$ cat src/rtl/ready_det_pkg.sv
`default_nettype none
// ============================================================================
// Module      : ready_det_pkg
// Description : Shared definitions for the multi-channel ready detector.
//               Holds the per-channel FSM state encoding and the helper
//               that sizes the qualification counter.
// Revision    : 1.0 - initial release
// ============================================================================
package ready_det_pkg;

    // Per-channel FSM states. Both QUAL_* states are "pending" states:
    // QUAL_H still reports not-ready, QUAL_L still reports ready.
    localparam logic [1:0] ST_LOW    = 2'd0;
    localparam logic [1:0] ST_QUAL_H = 2'd1;
    localparam logic [1:0] ST_HIGH   = 2'd2;
    localparam logic [1:0] ST_QUAL_L = 2'd3;

    // Counter width that can hold max(high_cycles, low_cycles).
    function automatic int ctr_width(input int high_cycles, input int low_cycles);
        int m;
        m = (high_cycles > low_cycles) ? high_cycles : low_cycles;
        return $clog2(m + 1);
    endfunction

endpackage
`default_nettype wire

$ cat src/rtl/ready_det_channel.sv
`default_nettype none
// ============================================================================
// Module      : ready_det_channel
// Description : One ready-detector channel: input synchroniser, stable-high /
//               stable-low qualification FSM, rise/fall pulses and a
//               saturating glitch (aborted qualification) counter.
// Ports       : clk, rst            - clock, synchronous active-high reset
//               i_raw               - asynchronous ready level
//               i_clear_glitch      - zero the glitch counter
//               o_ready             - qualified ready (registered)
//               o_rise / o_fall     - one-cycle transition pulses
//               o_glitch_cnt        - aborted-qualification count
// Revision    : 1.0 - initial release
// ============================================================================
module ready_det_channel
    import ready_det_pkg::*;
#(
    parameter int HIGH_CYCLES = 10000,
    parameter int LOW_CYCLES  = 1,
    parameter int SYNC_STAGES = 2,
    parameter int GLITCH_W    = 8,
    parameter int CTR_SIZE    = 14
) (
    input  logic                clk,
    input  logic                rst,
    input  logic                i_raw,
    input  logic                i_clear_glitch,
    output logic                o_ready,
    output logic                o_rise,
    output logic                o_fall,
    output logic [GLITCH_W-1:0] o_glitch_cnt
);

    localparam logic [CTR_SIZE-1:0] c_one       = CTR_SIZE'(1);
    localparam logic [CTR_SIZE-1:0] c_high_last = CTR_SIZE'(HIGH_CYCLES - 1);
    localparam logic [CTR_SIZE-1:0] c_low_last  = CTR_SIZE'(LOW_CYCLES - 1);

    logic                w_s;
    logic [1:0]          r_state;
    logic [1:0]          w_state_nxt;
    logic [CTR_SIZE-1:0] r_cnt;
    logic [CTR_SIZE-1:0] w_cnt_nxt;
    logic                w_bump;
    logic                w_ready_nxt;
    logic                r_ready;
    logic                r_rise;
    logic                r_fall;
    logic [GLITCH_W-1:0] r_glitch;
    logic [GLITCH_W-1:0] w_glitch_nxt;

    // Synchroniser; zero stages means the input is already in clk domain.
    if (SYNC_STAGES > 0) begin : g_sync
        logic [SYNC_STAGES-1:0] r_sync;
        always_ff @(posedge clk) begin
            if (rst) r_sync <= '0;
            else     r_sync <= SYNC_STAGES'({r_sync, i_raw});
        end
        assign w_s = r_sync[SYNC_STAGES-1];
    end else begin : g_nosync
        assign w_s = i_raw;
    end

    always_comb begin
        w_state_nxt = r_state;
        w_cnt_nxt   = r_cnt;
        w_bump      = 1'b0;
        case (r_state)
            ST_LOW: begin
                if (w_s) begin
                    if (HIGH_CYCLES == 1) begin
                        w_state_nxt = ST_HIGH;
                    end else begin
                        w_cnt_nxt   = c_one;
                        w_state_nxt = ST_QUAL_H;
                    end
                end
            end
            ST_QUAL_H: begin
                if (!w_s) begin
                    w_state_nxt = ST_LOW;
                    w_cnt_nxt   = '0;
                    w_bump      = 1'b1;
                end else if (r_cnt == c_high_last) begin
                    w_state_nxt = ST_HIGH;
                    w_cnt_nxt   = '0;
                end else begin
                    w_cnt_nxt   = r_cnt + c_one;
                end
            end
            ST_HIGH: begin
                if (!w_s) begin
                    if (LOW_CYCLES == 1) begin
                        w_state_nxt = ST_LOW;
                    end else begin
                        w_cnt_nxt   = c_one;
                        w_state_nxt = ST_QUAL_L;
                    end
                end
            end
            default: begin // ST_QUAL_L
                if (w_s) begin
                    w_state_nxt = ST_HIGH;
                    w_cnt_nxt   = '0;
                    w_bump      = 1'b1;
                end else if (r_cnt == c_low_last) begin
                    w_state_nxt = ST_LOW;
                    w_cnt_nxt   = '0;
                end else begin
                    w_cnt_nxt   = r_cnt + c_one;
                end
            end
        endcase
    end

    // ready is registered from the next-state decode so it tracks the
    // state register exactly while remaining a pure flop output.
    assign w_ready_nxt = (w_state_nxt == ST_HIGH) || (w_state_nxt == ST_QUAL_L);

    // Clear wins over a same-cycle abort; increments saturate at all-ones.
    always_comb begin
        w_glitch_nxt = r_glitch;
        if (i_clear_glitch)
            w_glitch_nxt = '0;
        else if (w_bump && (r_glitch != '1))
            w_glitch_nxt = r_glitch + GLITCH_W'(1);
    end

    always_ff @(posedge clk) begin
        if (rst) begin
            r_state  <= ST_LOW;
            r_cnt    <= '0;
            r_ready  <= 1'b0;
            r_rise   <= 1'b0;
            r_fall   <= 1'b0;
            r_glitch <= '0;
        end else begin
            r_state  <= w_state_nxt;
            r_cnt    <= w_cnt_nxt;
            r_ready  <= w_ready_nxt;
            r_rise   <= w_ready_nxt & ~r_ready;
            r_fall   <= ~w_ready_nxt & r_ready;
            r_glitch <= w_glitch_nxt;
        end
    end

    assign o_ready      = r_ready;
    assign o_rise       = r_rise;
    assign o_fall       = r_fall;
    assign o_glitch_cnt = r_glitch;

endmodule
`default_nettype wire

$ cat src/rtl/multi_ready_detector.sv
`default_nettype none
// ============================================================================
// Module      : multi_ready_detector
// Description : CHANNELS independent ready detectors sharing one clock, plus
//               an all-channels-ready summary.
// Ports       : clk, rst      - clock, synchronous active-high reset
//               in_raw        - asynchronous ready levels, one per channel
//               clear_glitch  - zero every glitch counter
//               ready         - qualified ready per channel
//               rise / fall   - one-cycle transition pulses per channel
//               all_ready     - AND of all ready bits
//               glitch_cnt    - channel i at [i*GLITCH_W +: GLITCH_W]
// Revision    : 1.0 - initial release
// ============================================================================
module multi_ready_detector
    import ready_det_pkg::*;
#(
    parameter int CHANNELS    = 4,
    parameter int HIGH_CYCLES = 10000,
    parameter int LOW_CYCLES  = 1,
    parameter int SYNC_STAGES = 2,
    parameter int GLITCH_W    = 8
) (
    input  logic                         clk,
    input  logic                         rst,
    input  logic [CHANNELS-1:0]          in_raw,
    input  logic                         clear_glitch,
    output logic [CHANNELS-1:0]          ready,
    output logic [CHANNELS-1:0]          rise,
    output logic [CHANNELS-1:0]          fall,
    output logic                         all_ready,
    output logic [CHANNELS*GLITCH_W-1:0] glitch_cnt
);

    localparam int CTR_SIZE = ctr_width(HIGH_CYCLES, LOW_CYCLES);

    if ((CHANNELS < 1) || (HIGH_CYCLES < 1) || (LOW_CYCLES < 1) || (GLITCH_W < 1) ||
        (SYNC_STAGES < 0)) begin : g_param_check
        $error("multi_ready_detector: illegal parameter value");
    end

    for (genvar gi = 0; gi < CHANNELS; gi++) begin : g_ch
        ready_det_channel #(
            .HIGH_CYCLES (HIGH_CYCLES),
            .LOW_CYCLES  (LOW_CYCLES),
            .SYNC_STAGES (SYNC_STAGES),
            .GLITCH_W    (GLITCH_W),
            .CTR_SIZE    (CTR_SIZE)
        ) u_ch (
            .clk            (clk),
            .rst            (rst),
            .i_raw          (in_raw[gi]),
            .i_clear_glitch (clear_glitch),
            .o_ready        (ready[gi]),
            .o_rise         (rise[gi]),
            .o_fall         (fall[gi]),
            .o_glitch_cnt   (glitch_cnt[gi*GLITCH_W +: GLITCH_W])
        );
    end

    assign all_ready = &ready;

endmodule
`default_nettype wire
$ cat config.mk
export PLATFORM = sky130hd
export DESIGN_NAME = multi_ready_detector
export DESIGN_NICKNAME = d
export VERILOG_FILES = /design/src/rtl/ready_det_pkg.sv /design/src/rtl/ready_det_channel.sv /design/src/rtl/multi_ready_detector.sv
export SDC_FILE = /design/constraint.sdc
export NUM_CORES = 1
export LEC_CHECK = 0
export BUFFER_PORTS_ARGS = -buffer_cell sky130_fd_sc_hd__buf_2
export CAP_MARGIN = 20
export CORE_MARGIN = 2
export CORE_UTILIZATION = 64
export CTS_CLUSTER_SIZE = 28
export DETAILED_ROUTE_END_ITERATION = 10
export PLACE_DENSITY = 0.85
export SLEW_MARGIN = 20
export SYNTH_ARGS = -nofsm -noshare
export SYNTH_HDL_FRONTEND = slang
export SYNTH_SLANG_ARGS = --single-unit
$ cat constraint.sdc
create_clock -name clk -period 5.5 [get_ports clk]
set_input_delay 0.825 -clock clk [delete_from_list [all_inputs] [get_ports clk]]
set_output_delay 0.825 -clock clk [all_outputs]
set_load 0.01 [all_outputs]
### Yosys cells after proc, flatten, opt, wreduce, memory -nomap -nowiden

Index checks and enable logic that the tools add are counted.

* eq/ne operators: 28
* bitwise gates (word level): 20
* $add $sub $neg: 8
* mux-type cells: 64
* reductions and logical operators: 26

Operators with widths (number)
* 2-to-1 mux 14 bit: 20
* case mux 14 bit (3 select lines): 4
* adder 14 x 1 -> 14 bit, second input constant: 4
* == test 14 bit, second input constant: 4
* zero test 14 bit: 4
* 2-to-1 mux 2 bit: 24
* adder 8 x 1 -> 8 bit, second input constant: 4
* != test 8 bit, second input constant: 4
* == test 2 bit, second input constant: 12
* case mux 2 bit (3 select lines): 4
* NOT 1 bit: 12
* OR reduction 2 bit: 5
* bitwise AND 1 bit: 8
* == test 2 x 1 -> 1 bit, second input constant: 4
* zero test 2 bit: 4
* 2-to-1 mux 1 bit: 8
* != test 2 x 1 -> 1 bit, second input constant: 4
* case mux 1 bit (2 select lines): 4
* AND reduction 2 bit: 4
* logical AND 1 bit: 4
* logical OR 1 bit: 4
* AND reduction 4 bit: 1

* word-level logic and storage cells: 174
* register bits: 116
* output and inout port bits: 45

### Logic depth before layout (Yosys ltp)

Gate-level depths: netlist of run 1.

* word-level depth: 8
* depth in mapped cells: 8
* gate-level depth less buffers: 7

### By module

Synthesis of run 1 repeated with hierarchy kept, for this count alone.

* cell total of the unflattened synthesis: 610
* area total of the unflattened synthesis: 5512.8 um2

Modules (own cells, without submodules)
* ready_det_channel at g_ch[0].u_ch ...: area an instance 1386.3 um2, instances 3, cells an instance 153
* ready_det_channel at g_ch[3].u_ch: area an instance 1345.0 um2, instances 1, cells an instance 150
* multi_ready_detector: area an instance 8.8 um2, instances 1, cells an instance 1

### Worst setup path after synthesis of run 1

Ideal clock, no wire load.

* path type: register to register
* from: register g_ch[3].u_ch.r_cnt[0]
* to: register g_ch[3].u_ch.r_cnt[4]
* stages on the path, launching flop included: 9
* library setup time: 0.115 ns
* buffers on the path: 1
* clock period less this slack: 1.954 ns
* setup slack: 3.546 ns
* arrival: 1.839 ns
* required time: 5.385 ns
* cells stage by stage: dfxtp_1 inv_1 ha_1 or4b_1 o41ai_4 a21oi_1 o21bai_2 buf_4 nor2_1

* word-level cells in the longest chain between the ends: 4
* elaborated cells between the ends (all ways): 8
* classes of those cells: add/sub: 1; eq/ne: 1; mux: 5; reduce/logical: 1

RTL lines
* from (decl): RTL line ready_det_channel.sv:41 `logic [CTR_SIZE-1:0] r_cnt;`
* from (signal assigned): RTL line ready_det_channel.sv:138 `r_cnt <= w_cnt_nxt;`
* adder 14 x 1 -> 14 bit, or another cell as far along: RTL line ready_det_channel.sv:87, ready_det_channel.sv:109
* 2-to-1 mux 14 bit, on equally long branches: RTL line ready_det_channel.sv:105, ready_det_channel.sv:83
* 2-to-1 mux 14 bit, on equally long branches: RTL line ready_det_channel.sv:101, ready_det_channel.sv:79
* case mux 14 bit (3 select lines) (*): RTL line ready_det_channel.sv:67 `case (r_state)`

Every way passes the cells marked *; elsewhere a longest branch is shown, timed or not.
A chain may end at the register's enable or synchronous reset.

### Final worst setup path of run 1

* from: register g_ch[3].u_ch.r_cnt[1]
* to: register g_ch[3].u_ch.r_cnt[4]

Same word-level chain as after synthesis.

==> flow_summary.yaml, run 1 <==
cells_and_area:
  final_util_pct: 76.05
  drive_gt1_share_pct: 15.57
  syn_to_final_growth_pct: 15.11
  fin_area_um2: 6280
  num-nets-final: 688
  stdcell_count: 786
  diodes: 0
placement:
  place_inst: 755
  port_buffers: 51
  routabilityCongestion: 0.8674
  place_hpwl_um: 7535
  pre_cts_ws_ps: 3206
  dpl_cell_area_um2: 5665
sta:
  timing.setup.tns_ps: 0
  hold_viol: 0
  skew_ps: 9.455
  setup_viol: 0
  hold_slack_ps: 434.0
  worst_slew_pin_slew_ps: 933.1
  clock.fmax_ghz: 0.4211
  fin_crit_sh_pct: 43.18
  slew_headroom_pct: 37.67
  setup_ws_ps: 3125
  final.min_clock_period_ps: 2375
  grt_setup_unrepaired: "false"
  slew_viol_final: 0
clock_tree:
  cts_hold_buffers: 0
  cts_buffer_depth: 2
  cts_resized: 0
  cts-buffers-inserted: 17
  clkTransAtPathRegs_ps: 60
  postCtsSetupBuffers: 0
  cts-htree-levels: 4
  cts.sinks: 116
  clk_latency_ps: 520
  cts_tree: "built"
  cts_root_buf: "clkbuf_8"
global_routing:
  grt_max_degree: 45
  grt-ovfl-total: 0
  grt_pass1_vias: 4342
  grt_pass1_wl_um: 19400
  antenna_found_initial: 0
  grt_use_total_pct: 26.79
power:
  ir_drop_mv: 0.2307
  leakage_nw: 2.345
  seqPwrFrac_pct: 41.8
  power_switching_uw: 415.2
  powerDensity_nw_per_um2: 325.8
  p_sw_share_pct: 20.29
  pwr-share-comb_pct: 2.5
  p_clk_share_pct: 55.6
  p_int_mw: 1.631
  power_mw: 2.046
setup_path:
  worstPathRequired_ps: 5890
  ff2ff_setup_slack_ps: 3130
  worstSetupEndpointType: "register"
  timing.rr.start: "g_ch[3].u_ch.r_cnt[1]"
  worstSetupStartpoint: "g_ch[3].u_ch.r_cnt[1]"
  critPathArrivalTime_ps: 2760
  worstSetupStartpointType: "register"
  reg2reg_depth: 7
  path_max_fanout: 13
  crit_end: "g_ch[3].u_ch.r_cnt[4]"
  r2r-end: "g_ch[3].u_ch.r_cnt[4]"
  crit_type: "register to register"
logic_synthesis:
  synthDominantCellAreaShare_pct: 42.57
  synth.most_common_cell: "dfxtp_1"
  synth_edf_count: 0
  synth_cell_types: 59
  synth-main-ff-cell: "dfxtp_1"
  ys_warn_count: 0
  synth_top_cell_by_area: "dfxtp_1"
  syn_nets: 649
  yosys-top-cells-count: "dfxtp_1 (116), nor2_1 (98), nand2_1 (43), xnor2_1 (42), a21oi_1 (31)"
  ys_top_cells_by_area: "dfxtp_1 (43%), nor2_1 (6.7%), xnor2_1 (6.7%)"
  synth_seq_area_share_pct: 42.57
  syn_inst: 630
  syn-mean-instance-area_um2: 8.659
  synth-seq-cells: 116
  synthArstFlopShare_pct: 0
  synth_area_um2: 5455
die:
  coreArea_um2: 8258
  die_area_um2: 9279
  die_h_um: 96.33
  ioPinCount: 52
  initial_core_util_pct: 66.06
  num_rows: 33
  die_w_um: 96.33
hold_path:
  hold_start: "g_ch[3].u_ch.g_sync.r_sync[0]"
  hold_path.class: "register to register"
route:
  drc: 0
  num_vias: 4607
  drt-initial-drc-count: 260
  wl_per_cell_um: 14.91
  final_antenna_net_count: 0
  dr.pass1.iters: 5
  wl_um: 11720
  vias_per_cell: 5.861
status:
  status: "finished clean"
job:
  max_cap_viol_count: 0
power groups by stage:
| stage | Clock, mW | Sequential, mW | Combinational, mW |
|---|---|---|---|
| 3_3_place_gp | 0 | 0.873 | 0.0490 |
| 5_1_grt | 1.18 | 0.857 | 0.0580 |
| 3_5_place_dp | 0 | 0.873 | 0.0509 |
| 2_1_floorplan | 0 | 0.869 | 0.0455 |
| 6_report | 1.14 | 0.856 | 0.0519 |
| 4_1_cts | 1.14 | 0.856 | 0.0521 |
registers in the layout, indices dropped and copies added, names as in the netlist:
register and flops:
g_ch.u_ch.g_sync.r_sync 8, g_ch.u_ch.o_rise 4, g_ch.u_ch.o_fall 4, g_ch.u_ch.r_cnt 56, g_ch.u_ch.o_glitch_cnt 32, g_ch.u_ch.r_state 8, g_ch.u_ch.o_ready 4
metal layers:
metal | up-vias | wire (µm) | share of wire, % | GRT usage, %
met3 | 41 | 523 | 4.5 | 6.735
met4 | 0 | 336 | 2.9 | 12.56
met5 | - | 0 | 0 | 0
met1 | 2194 | 4832 | 41 | 29.63
li1 | 2237 | - | - | -
met2 | 135 | 6026 | 51 | 47.86
cells by family (layout without fill, tap and decap cells):
| group | after synthesis | in the layout | synth area share (%) |
|---|---|---|---|
| multiplexers | 3 | 3 | 0.5505 |
| flip-flops | 116 | 116 | 42.57 |
| AO/OA/AOI/OAI | 82 | 82 | 11.03 |
| AND/OR/NAND/NOR | 290 | 290 | 27.02 |
| adder cells (fa/ha/maj) | 12 | 12 | 2.752 |
| XOR/XNOR | 68 | 68 | 10.92 |
| buffers and inverters | 59 | 110 | 5.160 |
critical path: stages, from the launching register on:
cell and delay (ps):
dfxtp_1 340, inv_1 90, ha_1 130, or4b_1 490, o41ai_4 450, a21oi_1 150
o21bai_2 470, nor2_1 110
final cells by class:
cell class	instances	area [µm²]
clock buffers	22	462.9
clock inverters	9	151.4
fillers	559	1978
inverters	28	105.1
multi-input cells	455	2851
flip-flops and latches	116	2322
well taps	105	131.4
repair buffers	51	255.2
worst min path at each step:
| stage | endpoint | slack (ps) | depth (start not counted) |
|---|---|---|---|
| after CTS | g_ch[3].u_ch.g_sync.r_sync[1] | 430 | 1 |
| after global routing | g_ch[1].u_ch.g_sync.r_sync[1] | 460 | 1 |
| final | g_ch[3].u_ch.g_sync.r_sync[1] | 430 | 1 |
| after detailed placement | g_ch[3].u_ch.g_sync.r_sync[1] | 420 | 1 |
| after global placement | g_ch[0].u_ch.g_sync.r_sync[1] | 420 | 1 |
| after floorplan | g_ch[0].u_ch.g_sync.r_sync[1] | 410 | 1 |
cell usage in the layout, fill, tap and decap left out, drive strengths merged, types with 4 or more instances in the layout:
master  count
nor3       27
a31oi       4
o211ai      5
nor2      108
and3        7
nor4        8
clkinv      4
nor2b      12
nand3      24
inv        28
bufinv      4
o22a        5
dfxtp     116
or3        11
xnor2      42
and4        7
o21bai      4
xor2       26
and3b       4
clkbuf     22
nand2      43
ha         12
nand4      16
or2         4
o21ai      12
a21oi      32
buf        51
No activity file was read; power rests on OpenSTA's default activity.
==> inputs of run 2 (changes only) <==
ABC_AREA = 1   (was not set)
CORE_UTILIZATION = 60   (was 64)
PLACE_DENSITY = 0.8   (was 0.85)
clock period = 2.3 ns   (was 5.5 ns; I/O delays follow)
==> run 2 against run 1 <==
  * Critical path depth up 1
  * Synthesized area up 7.5%
  * Clock skew down 1.1 ps
  * Cell count up 30%
  * Count of clock-buffer cells in the layout unchanged
  * Highest routed layer unchanged
  * Largest power group unchanged
  * First-iteration DRC count down 7.7%
  * Largest cell class unchanged
  * Global-route usage down 2.2 points
  * Critical path type unchanged
==> flow_summary.yaml, run 2 <==
status:
  status: "finished clean"
setup_path:
  crit_type: "register to register"
  path_cells: "ha_1, nand2_1, nor3_2, nand2_1, nand2_1, nand3_2, nand2_1, nor2_1"
  worstSetupEndpointType: "register"
  slowest_delay_ps: 350
  slowest_stage: "dfxtp_1"
  critPathArrivalTime_ps: 2070
  path_max_fanout: 11
  worstSetupStartpointType: "register"
  path_common_cell: "nand2_1"
  worstPathRequired_ps: 2690
cells_and_area:
  diodes: 0
  syn_to_final_growth_pct: 14.53
  fin_area_um2: 6715
  num-nets-final: 897
  num-fill-cells: 803
  final_util_pct: 69.67
  largest_register_ffs: 56
  final-seq-area_um2: 2322
  multi_input_area_um2: 2955
  mostFrequentLayoutCells: "nand2_1 (189), nor2_1 (135), dfxtp_1 (116), inv_1 (98), nand3_1 (57)"
  largest_register: "g_ch.u_ch.r_cnt"
  layout_commonest_cell: "nand2_1"
  drive_gt1_share_pct: 15.28
clock_tree:
  cts.sinks: 116
  cts-htree-levels: 4
  cts_root_buf: "clkbuf_8"
  cts-buffers-inserted: 17
  cts_buffer_depth: 2
  cts_resized: 0
  clkTransAtPathRegs_ps: 50
  cts_tree: "built"
  postCtsSetupBuffers: 0
  clk_latency_ps: 530
  cts_hold_buffers: 0
sta:
  slew_headroom_pct: 63.86
  fin_crit_sh_pct: 72.82
  final.min_clock_period_ps: 1675
  setup_viol: 0
  skew_ps: 8.328
  hold_viol: 0
  slew_viol_final: 0
  worst_slew_pin_slew_ps: 536.4
  clock.fmax_ghz: 0.5971
  grt_setup_unrepaired: "false"
  timing.setup.tns_ps: 0
logic_synthesis:
  synth-main-ff-cell: "dfxtp_1"
  syn-mean-instance-area_um2: 7.056
  ys_warn_count: 0
  synth_top_family_by_area: "simple AND/OR/NAND/NOR gates"
  ys_top_cells_by_area: "dfxtp_1 (40%), nand2_1 (12%), nor2_1 (8.6%)"
  syn_inst: 831
  yosys-top-cells-count: "nand2_1 (189), nor2_1 (135), dfxtp_1 (116), inv_1 (98), nand3_1 (57)"
  synth.most_common_cell: "nand2_1"
  synthDominantCellAreaShare_pct: 39.61
  syn_nets: 850
  synth_seq_area_share_pct: 39.61
  synth_area_um2: 5863
  synth-simple-area-share_pct: 34.98
  synth_edf_count: 0
  synth-seq-cells: 116
  synth_compound_area_share_pct: 6.551
  synthArstFlopShare_pct: 0
  synth-xor-area-share_pct: 5.975
  synthAdderAreaFrac_pct: 2.561
  synth_top_cell_by_area: "dfxtp_1"
  synth.area.mux_share_pct: 0.3414
  synth_cell_types: 37
route:
  wl_per_cell_um: 11.74
  num_vias: 5176
  vias_per_cell: 5.060
  dr.pass1.iters: 5
  wl_um: 12010
  drc: 0
  final_antenna_net_count: 0
  drt-initial-drc-count: 240
global_routing:
  grt_max_degree: 22
  grt_pass1_vias: 4850
  antenna_found_initial: 0
  grt-ovfl-total: 0
  grt_use_total_pct: 24.58
  grt_pass1_wl_um: 20460
die:
  die_w_um: 102.9
  coreArea_um2: 9639
  initial_core_util_pct: 60.83
  num_rows: 36
  die_area_um2: 10580
  ioPinCount: 52
  die_h_um: 102.9
power:
  power_switching_mw: 1.010
  p_int_mw: 3.827
  seqPwrFrac_pct: 42.3
  leakage_nw: 2.843
  pwr-share-comb_pct: 3.4
  power_mw: 4.837
  ir_drop_mv: 0.6801
  powerDensity_nw_per_um2: 720.3
  p_clk_share_pct: 54.3
  p_sw_share_pct: 20.88
placement:
  port_buffers: 51
  dpl_cell_area_um2: 6116
  place_hpwl_um: 8708
  routabilityCongestion: 0.9095
job:
  max_cap_viol_count: 0
hold_path:
  hold_path.class: "input pin to register"
[run 2: changes by cell type in the layout (fill, tap and decap cells not counted), moves of 9 or more]
cell	change
a21oi_1	+10
nand3_1	+33
xnor2_1	-35
nor3_1	-9
nor2b_1	-12
inv_1	+72
or3_1	-11
nor2_1	+37
o21ai_0	+16
nand2_1	+146
[run 2: worst max-delay path: cells and delay by family, from the launching register on]
family                     cells  cell delay, ps
adders and majority gates      1             180
DFF                            1             350
and+or+nand+nor                7            1000
[run 2: logic make-up after synthesis]
kind of cell | after synthesis
compound gates | 74
xor+xnor | 40
fa+ha+maj | 12
buf+inv | 132
flops | 116
mux | 2
simple gates | 455
[run 2: worst paths after layout]
path,slack [ps],cells after the start,startpoint,end
worst max-delay path,630,8,g_ch[3].u_ch.r_cnt[1],g_ch[3].u_ch.r_cnt[13]
worst min-delay path,40,3,in_raw[1],g_ch[1].u_ch.g_sync.r_sync[0]
worst max register to register,630,8,g_ch[3].u_ch.r_cnt[1],g_ch[3].u_ch.r_cnt[13]
worst min register to register,400,2,g_ch[1].u_ch.g_sync.r_sync[0],g_ch[1].u_ch.g_sync.r_sync[1]
[run 2: per-stage QoR]
stage / instances / worst slack (ps) / hold slack [ps]
6_report: 1023 / 625.2 / 37.92
5_1_grt: 1023 / 404.5 / 14.32
4_1_cts: 1023 / 585.2 / 15.91
3_5_place_dp: 992 / 631.6 / 393.7
3_3_place_gp: 992 / 747.9 / 390.0
2_1_floorplan: 831 / 869.1 / 388.3
[run 2: per-layer routing]
metal  GRT usage [%]  vias to the layer above  routed length [µm]
li1                -                     2691                   -
met3           7.525                       19                 476
met5               0                        -                   0
met4           10.43                        0                 214
met1           29.36                     2377                5368
met2           41.18                       89                5945
[run 2: cell type report]
class	count	area share, %
Clock buffer	22	7.043
Clock inverter	9	1.882
Inverter	107	5.981
Multi-Input combinational cell	583	44.01
Sequential cell	116	34.58
Tap cell	133	2.478
Timing Repair Buffer	53	4.025
[run 2: power groups by stage]
stage | clock [mW] | combinational [mW] | sequential (mW)
floorplan | 0 | 0.134 | 2.08
global placement | 0 | 0.156 | 2.08
detailed placement | 0 | 0.163 | 2.09
CTS | 2.67 | 0.165 | 2.04
global route | 2.76 | 0.187 | 2.04
finish | 2.63 | 0.165 | 2.04
==> inputs of run 3 (changes only) <==
ABC_AREA = 0   (was 1)
CORE_UTILIZATION = 59   (was 60)
PLACE_DENSITY = 0.79   (was 0.8)
clock period = 1.8 ns   (was 2.3 ns; I/O delays follow)
==> run 3 against run 2 <==
  * The flow now finishes with violations (setup timing)
  * Flip-flop and latch count stayed put
  * Clock skew is 1.9 ps higher
  * Cell count down 14%
  * Combinational power is 72% higher
  * Sequential power is 28% higher
  * Sequential share of layout area decreased by 2.5 points
  * Largest power group unchanged
==> flow_summary.yaml, run 3 (synthesis results as in run 1) <==
power:
  power_switching_mw: 1.406
  power_mw: 6.410
  powerDensity_nw_per_um2: 879.5
  ir_drop_mv: 0.5406
  leakage_nw: 2.802
  seqPwrFrac_pct: 40.7
  p_clk_share_pct: 54.8
  p_sw_share_pct: 21.94
  pwr-share-comb_pct: 4.4
  p_int_mw: 5.004
clock_tree:
  cts.sinks: 116
  cts_tree: "built"
  cts-htree-levels: 4
  clkTransAtPathRegs_ps: 60
  cts_root_buf: "clkbuf_8"
  clk_latency_ps: 530
  cts_buffer_depth: 2
  cts-buffers-inserted: 17
die:
  coreArea_um2: 9109
  die_w_um: 100.2
  initial_core_util_pct: 59.89
  num_rows: 35
  die_h_um: 100.2
  ioPinCount: 52
  die_area_um2: 10030
route:
  met1_length_um: 5850
  vias_per_cell: 5.859
  wl_um: 15270
  dr_wl_met2_um: 8022
  top_layer: "met4"
  drt-initial-drc-count: 300
  wl_per_cell_um: 17.36
  drc: 0
  num_vias: 5156
  final_antenna_net_count: 0
  dr.pass1.iters: 5
  wl_met3_um: 965
setup_path:
  critical-path-top-delay-family: "compound AO/OA/AOI/OAI gates"
  worstSetupEndpointType: "register"
  reg2reg_depth: 8
  slowest_delay_ps: 480
  r2r-end: "g_ch[2].u_ch.o_rise"
  worstPathRequired_ps: 2220
  path_common_cell: "buf_4"
  cp_num_cells: 8
  critPathArrivalTime_ps: 2460
  ff2ff_setup_slack_ps: -240
  path_cells: "inv_2, ha_4, or4b_4, o41ai_4, buf_4, o22a_1, buf_4, nor3_2"
  crit_end: "g_ch[2].u_ch.o_rise"
  slowest_stage: "or4b_4"
  worstSetupStartpoint: "g_ch[2].u_ch.r_cnt[1]"
  crit_buf_inv: 3
  path_max_fanout: 3
  worstSetupStartpointType: "register"
  crit_type: "register to register"
  timing.rr.start: "g_ch[2].u_ch.r_cnt[1]"
sta:
  fin_crit_sh_pct: 113.3
  setup_ws_ps: -239.3
  final.min_clock_period_ps: 2039
  clock.fmax_ghz: 0.4904
  slew_viol_final: 0
  worst_slew_pin_slew_ps: 590.3
  hold_viol: 0
  skew_ps: 10.21
  grt_setup_unrepaired: "true"
  slew_headroom_pct: 60.23
  setup_viol: 38
cells_and_area:
  layout_commonest_cell: "dfxtp_1"
  largest_register_ffs: 56
  syn_to_final_growth_pct: 33.60
  mostFrequentLayoutCells: "dfxtp_1 (105), nor2_1 (85), buf_4 (75), buf_2 (51), nand2_1 (43)"
  diodes: 0
  num-nets-final: 775
  largest_register: "g_ch.u_ch.r_cnt"
  drive_gt1_share_pct: 32.25
  num-fill-cells: 508
  stdcell_count: 880
global_routing:
  grt-ovfl-total: 0
  grt_pass1_wl_um: 22760
  grt_max_degree: 24
  antenna_found_initial: 0
  grt_use_total_pct: 28.59
  grt_pass1_vias: 4939
placement:
  place_hpwl_um: 8570
  pre_cts_ws_ps: -107.9
  routabilityCongestion: 0.8766
  place_inst: 829
  port_buffers: 51
status:
  status: "finished with violations"
  violations: "setup timing"
hold_path:
  hold_path.class: "input pin to register"
job:
  max_cap_viol_count: 0
## run 3: per-layer routing
| metal | vias to the layer above | GRT usage, % |
|---|---|---|
| li1 | 2417 | - |
| met1 | 2457 | 30.80 |
| met2 | 237 | 51.57 |
| met3 | 45 | 8.496 |
| met4 | 0 | 12.64 |
| met5 | - | 0 |
## run 3: power by group through the flow
stage	sequential [mW]	combinational, mW	clock [mW]
after CTS	2.61	0.254	3.52
after global routing	2.61	0.303	3.67
after detailed placement	2.66	0.215	0
after floorplan	2.66	0.145	0
final	2.61	0.283	3.52
after global placement	2.66	0.210	0
## run 3: layout make-up
class                   count  area [µm²]  share of cell area [%]
well taps                 111       138.9                   1.906
clock buffers              21       439.2                   6.026
inverters                  28       107.6                   1.476
clock inverters            11       173.9                   2.386
multi-input cells         455        3136                   43.02
flip-flops and latches    116        2336                   32.05
repair buffers            138       957.2                   13.13
## run 3: repair_timing
| action | in CTS | in global routing |
|---|---|---|
| endpoints found under the hold margin | 4 | 0 |
| pin swaps | 24 | 15 |
| hold buffers | 4 | 0 |
| endpoints found under the setup margin | 51 | 77 |
| buffers inserted | 9 | 6 |
| resized for setup | 35 | 42 |
## run 3: per-stage QoR
step	hold WS, ps	TNS [ps]	cell area (µm²)	util, %
global placement	421.0	-954.0	6213	68.21
global route	130.8	-8235	7288	80.01
finish	115.1	-6484	7288	80.01
detailed placement	431.6	-2951	6213	68.21
floorplan	398.2	-1305	5477	-
CTS	105.9	-3798	7066	77.57
## run 3: worst min-delay path by stage
stage,start,endpoint,slack [ps],depth (start not counted)
after floorplan,in_raw[0],g_ch[0].u_ch.g_sync.r_sync[0],400,1
after global placement,g_ch[3].u_ch.g_sync.r_sync[0],g_ch[3].u_ch.g_sync.r_sync[1],420,1
after detailed placement,g_ch[0].u_ch.g_sync.r_sync[0],g_ch[0].u_ch.g_sync.r_sync[1],430,1
after CTS,rst,g_ch[3].u_ch.r_state[0],110,2
after global routing,rst,g_ch[3].u_ch.r_state[0],130,2
final,rst,g_ch[3].u_ch.r_state[0],120,2
